--- src/rtl/phys_reg_free_list_pkg.sv ---
// phys_reg_free_list_pkg: shared preg types, default sizes and a prefix popcount helper
package phys_reg_free_list_pkg;
  localparam int FL_PHY_REG_NUM = 64;
  localparam int FL_DECODE_WIDTH = 4;
  localparam int FL_COMMIT_WIDTH = 4;
  localparam int FL_PW = $clog2(FL_PHY_REG_NUM);
  typedef logic [FL_PW-1:0] preg_t;
  typedef logic [FL_PW:0] fl_ptr_t;
  function automatic logic [7:0] popcount_prefix(input logic [31:0] vec, input int idx);
    logic [7:0] c;
    c = '0;
    for (int j = 0; j < 32; j++) if (j < idx) c = c + 8'(vec[j]);
    return c;
  endfunction
endpackage

--- src/rtl/phys_reg_free_list_prefix_popcount.sv ---
// fl_prefix_popcount: per-lane count of set bits below each lane, plus the total
module fl_prefix_popcount import phys_reg_free_list_pkg::*; #(
  parameter int W = 4,
  parameter int OW = $clog2(W + 1)
) (
  input  logic [W-1:0]         vec_i,
  output logic [W-1:0][OW-1:0] off_o,
  output logic [OW-1:0]        total_o
);
  always_comb begin
    for (int i = 0; i < W; i++) off_o[i] = OW'(popcount_prefix(32'(vec_i), i));
    total_o = OW'(popcount_prefix(32'(vec_i), W));
  end
endmodule

--- src/rtl/phys_reg_free_list.sv ---
// phys_reg_free_list: circular free list of physical registers with speculative head,
// architectural head for flush rollback, and in-order commit frees at the tail.
module phys_reg_free_list import phys_reg_free_list_pkg::*; #(
  parameter int PHY_REG_NUM = FL_PHY_REG_NUM,
  parameter int DECODE_WIDTH = FL_DECODE_WIDTH,
  parameter int COMMIT_WIDTH = FL_COMMIT_WIDTH,
  parameter int PW = $clog2(PHY_REG_NUM)
) (
  input  logic                             clk,
  input  logic                             rst_n,
  input  logic [DECODE_WIDTH-1:0]          alloc_req_i,
  output logic                             alloc_ready_o,
  output logic [DECODE_WIDTH-1:0][PW-1:0]  preg_o,
  input  logic [COMMIT_WIDTH-1:0]          commit_dest_i,
  input  logic [COMMIT_WIDTH-1:0]          commit_ppdst_valid_i,
  input  logic [COMMIT_WIDTH-1:0][PW-1:0]  commit_ppdst_i,
  input  logic                             restore_i,
  output logic [PW:0]                      free_count_o,
  output logic                             empty_o
);
  localparam int AW = $clog2(DECODE_WIDTH + 1);
  localparam int CW = $clog2(COMMIT_WIDTH + 1);
  logic [PW-1:0] fl_q [PHY_REG_NUM];
  logic [PW-1:0] fl_d [PHY_REG_NUM];
  logic [PW:0] head_q, head_d, tail_q, tail_d, arch_head_q, arch_head_d;
  logic [PW:0] free_count_q, free_count_d, count;
  logic empty_q, empty_d, fire;
  logic [DECODE_WIDTH-1:0][AW-1:0] a_off;
  logic [AW-1:0] a_total;
  logic [COMMIT_WIDTH-1:0][CW-1:0] f_off;
  logic [CW-1:0] f_total;

  fl_prefix_popcount #(.W(DECODE_WIDTH)) u_alloc_pc (
    .vec_i(alloc_req_i), .off_o(a_off), .total_o(a_total)
  );
  fl_prefix_popcount #(.W(COMMIT_WIDTH)) u_free_pc (
    .vec_i(commit_ppdst_valid_i), .off_o(f_off), .total_o(f_total)
  );

  // Readiness looks only at registered state so it never waits on the request lanes
  assign count = tail_q - head_q;
  assign alloc_ready_o = (count >= (PW+1)'(DECODE_WIDTH)) & ~restore_i;
  assign fire = alloc_ready_o & |alloc_req_i;
  assign free_count_o = free_count_q;
  assign empty_o = empty_q;

  always_comb begin
    for (int i = 0; i < DECODE_WIDTH; i++) preg_o[i] = fl_q[head_q[PW-1:0] + PW'(a_off[i])];
  end

  always_comb begin
    fl_d = fl_q;
    for (int k = 0; k < COMMIT_WIDTH; k++)
      if (commit_ppdst_valid_i[k]) fl_d[tail_q[PW-1:0] + PW'(f_off[k])] = commit_ppdst_i[k];
    tail_d = tail_q + (PW+1)'(f_total);
    arch_head_d = arch_head_q + (PW+1)'(popcount_prefix(32'(commit_dest_i), COMMIT_WIDTH));
    head_d = restore_i ? arch_head_d : fire ? head_q + (PW+1)'(a_total) : head_q;
    free_count_d = tail_d - head_d;
    empty_d = free_count_d == '0;
  end

  always_ff @(posedge clk or negedge rst_n) begin
    if (!rst_n) begin
      for (int k = 0; k < PHY_REG_NUM; k++) fl_q[k] <= PW'(k);
      head_q <= '0;
      arch_head_q <= '0;
      tail_q <= (PW+1)'(PHY_REG_NUM);
      free_count_q <= (PW+1)'(PHY_REG_NUM);
      empty_q <= 1'b0;
    end else begin
      fl_q <= fl_d;
      head_q <= head_d;
      arch_head_q <= arch_head_d;
      tail_q <= tail_d;
      free_count_q <= free_count_d;
      empty_q <= empty_d;
    end
  end

  a_no_free_when_full: assert property (@(posedge clk) disable iff (!rst_n)
    !(|commit_ppdst_valid_i && count == (PW+1)'(PHY_REG_NUM)));
  a_count_bound: assert property (@(posedge clk) disable iff (!rst_n)
    free_count_d <= (PW+1)'(PHY_REG_NUM));
  a_arch_behind_head: assert property (@(posedge clk) disable iff (!rst_n)
    (PW+1)'(head_d - arch_head_d) <= (PW+1)'(PHY_REG_NUM));
endmodule

--- config.mk ---
export PLATFORM = sky130hd
export DESIGN_NAME = phys_reg_free_list
export DESIGN_NICKNAME = d
export VERILOG_FILES = /design/src/rtl/phys_reg_free_list_pkg.sv /design/src/rtl/phys_reg_free_list_prefix_popcount.sv /design/src/rtl/phys_reg_free_list.sv
export SDC_FILE = /design/constraint.sdc
export NUM_CORES = 2
export LEC_CHECK = 0
export CAP_MARGIN = 10
export CORE_ASPECT_RATIO = 1.5
export CORE_MARGIN = 8
export CORE_UTILIZATION = 25
export CTS_CLUSTER_DIAMETER = 120
export DETAILED_ROUTE_END_ITERATION = 16
export GPL_TIMING_DRIVEN = 1
export PLACE_DENSITY = 0.44
export SYNTH_ARGS = -nofsm -noshare
export SYNTH_HDL_FRONTEND = slang
export SYNTH_SLANG_ARGS = --single-unit
export TNS_END_PERCENT = 10
--- constraint.sdc ---
create_clock -name clk -period 5.71 [get_ports clk]
set_input_delay 1.142 -clock clk [delete_from_list [all_inputs] [get_ports clk]]
set_output_delay 1.142 -clock clk [all_outputs]
set_load 0.02 [all_outputs]
==> impl_metrics.env <==
export IMPL_ir_worst_vdd_mv=0.323
export IMPL_rsz0062_at_grt="true"
export IMPL_finalHoldViolCount=0
export IMPL_max_slew_margin_rel_pct=16.1
export IMPL_cts_buffers=47
export IMPL_yosysMostFrequentCell="mux2i_1"
export IMPL_leakagePower_uw=0.0199
export IMPL_cp_arrival_ns=4.92
export IMPL_cp_end_kind="primary output"
export IMPL_clkTransAtPathRegs_ns=0.06
export IMPL_clkLatencyLatePin_ns=0.66
export IMPL_min_period_ns=6.06
export IMPL_synth_top_area_share_pct=22.9
export IMPL_yosysTopAreaCell="mux4_2"
export IMPL_violations="setup timing"
export IMPL_tightest_slew_ns=1.26
export IMPL_power_density_nw_per_um2=781
export IMPL_rr_startpoint="head_q[1]$_DFF_PN0_"
export IMPL_timing_rr_end="empty_o$_DFF_PN0_"
export IMPL_synth_edf_count=0
export IMPL_drv_slew=0
export IMPL_die_y_um=517
export IMPL_hp_class="in -> async"
export IMPL_nNetsFinal=4668
export IMPL_cts_htree_levels=2
export IMPL_firstDrtPassIters=6
export IMPL_tns_ns=-2.11
export IMPL_fmax_mhz=165
export IMPL_placed_area_sq_um=47200
export IMPL_globalplace_congestion=1.05
export IMPL_maxCapViolCount=0
export IMPL_cts_tree="built"
export IMPL_dp_hpwl_mm=178
export IMPL_clock_skew_ns=0.0229
export IMPL_ys_seq_area_share_pct=25.3
export IMPL_synthCells=4548
export IMPL_grt_max_degree=105
export IMPL_ys_top_cells_by_area="mux4_2 23%, mux2i_1 17%, dfrtp_1 13%, dfstp_2 12%, a21oi_1 5.2%"
export IMPL_synth_seq_cells=413
export IMPL_crit_required_ns=4.57
export IMPL_synth_cell_types=61
export IMPL_port_buffers=71
export IMPL_num_rows=184
export IMPL_ios=72
export IMPL_drt_initial_drc_count=5537
export IMPL_setup_viol=12
export IMPL_reg2regPathDepth=19
export IMPL_drive_above_1_share_pct=25.4
export IMPL_gr_total_overflow=0
export IMPL_drt_total_wl_mm=253
export IMPL_syn_to_final_growth_pct=17.6
export IMPL_grt_pass1_wl_mm=345
export IMPL_synth_common_cells="703 x mux2i_1, 578 x nor2_1, 540 x nand2_1"
export IMPL_die_area_sq_um=181000
export IMPL_root_buffer="clkbuf_16"
export IMPL_syn_avg_cell_area_sq_um=9.19
export IMPL_async_flop_share_pct=100
export IMPL_fin_ws_ns=-0.350
export IMPL_die_w_um=350
export IMPL_core_area_sq_um=167000
export IMPL_cts_sinks=413
export IMPL_initial_core_util_pct=25.0
export IMPL_clock_path_buffers=3
export IMPL_via_count=41500
export IMPL_drc=0
export IMPL_ff2ff_setup_slack_ns=0.68
export IMPL_synth_area_sq_um=41800
export IMPL_antenna_left=0
export IMPL_cp_start_kind="primary input"
export IMPL_grt_usage_pct=27.1
export IMPL_period_share_pct=106
export IMPL_vias_per_cell=6.05
export IMPL_status="finished with violations"
export IMPL_critPathKind="in -> out"
export IMPL_syn_num_nets=4642
export IMPL_final_area_sq_um=49200
export IMPL_first_global_vias=39500
export IMPL_ys_flop_type="dfrtp_1"
export IMPL_antenna_found_initial=19
export IMPL_critPathMaxFanout=6
export IMPL_yosys_warnings=0
export IMPL_post_drt_wl_per_cell_um=36.9
## worst max-delay path, stage by stage
cell	delay, ns
buf_8	0.10
fa_2	0.60
ha_4	0.15
inv_2	0.03
fa_4	0.82
buf_12	0.13
buf_8	0.10
buf_12	0.12
buf_16	0.12
mux4_2	0.28
mux4_2	0.58
mux4_2	0.56
buf_6	0.16
## how the worst max path moves through the flow
stage,startpoint,end,slack [ns],cells past startpoint
4_1_cts,alloc_req_i[1],preg_o[21],-0.31,13
6_report,alloc_req_i[1],preg_o[21],-0.35,13
5_1_grt,alloc_req_i[1],preg_o[21],-0.37,13
2_1_floorplan,alloc_req_i[0],preg_o[19],0.007,10
3_5_place_dp,alloc_req_i[0],preg_o[19],-1.08,10
3_3_place_gp,alloc_req_i[0],preg_o[19],-1.04,10
## sequential cells by signal (all words and copies together), names as in the netlist
signal        cells
fl_q            384
arch_head_q       7
head_q            7
free_count_o      7
empty_o           1
tail_q            7
## through the flow
step           total power (uW)  cells  setup WS, ns  hold WS (ns)  utilization [%]
2_1_floorplan             21600   4548       0.00662         0.457                -
3_3_place_gp              33400   6738         -1.04         0.496             28.3
3_5_place_dp              33600   6738         -1.08         0.504             28.3
4_1_cts                   37600   6845        -0.308         0.506             29.4
5_1_grt                   39400   6846        -0.366         0.526             29.4
6_report                  38400   6859        -0.350         0.511             29.5
## kinds of logic after synthesis
group,Yosys count,synth area share (%)
buffers and inverters,524,4.71
adder cells (fa/ha/maj),56,1.92
flip-flops,413,25.3
AO/OA/AOI/OAI,1039,14.2
multiplexers,1129,39.8
XOR/XNOR,51,1.07
AND/OR/NAND/NOR,1336,13.0
## cells in the final DEF, fill, tap and decap left out, types with 30 or more instances in the layout
master           Yosys  layout
mux2i_1            703     703
nor2_1             578     575
nand2_1            540     538
a21oi_1            438     438
mux4_2             426     426
buf_4                0     338
o21ai_0            325     325
dfrtp_1            219     217
dfstp_2            194     194
a211oi_1           121     121
nand3_1             86      86
buf_12               0      68
o221ai_1            59      59
clkbuf_16            0      47
nor3_1              45      36
ha_1                41      36
clkdlybuf4s50_1      0      31
inv_1               33      30
## area by class of cell
class                      instances  area, sq um
tap                             2232         2790
antenna                           14         35.0
fill                           17300       118000
sequential                       413        10600
multi-input combinational       3611        29400
clock buffer                      71         1360
inverter                          36          138
clock inverter                    17          185
timing repair buffer             465         4640
## per-layer routing
layer	share of wire, %	vias to the layer above	global-route usage (%)
li1	-	16900	-
met1	34	20600	30.2
met4	11	12	24.7
met2	45	2985	42.4
met5	0.026	-	0
met3	9.6	979	6.66
## where the power goes
part | switching [uW] | internal (uW)
registers | 4280 | 4900
logic | 13500 | 12500
clock network | 1510 | 1740
## what timing repair did
action                     4_1_cts  5_1_grt
pin swaps                        4        0
hold buffers                     0        0
setup endpoints to repair       20       16
resized for setup              101        6
gates cloned                     7        0
buffers inserted                12        0
Power figures use the tool's default switching activity.
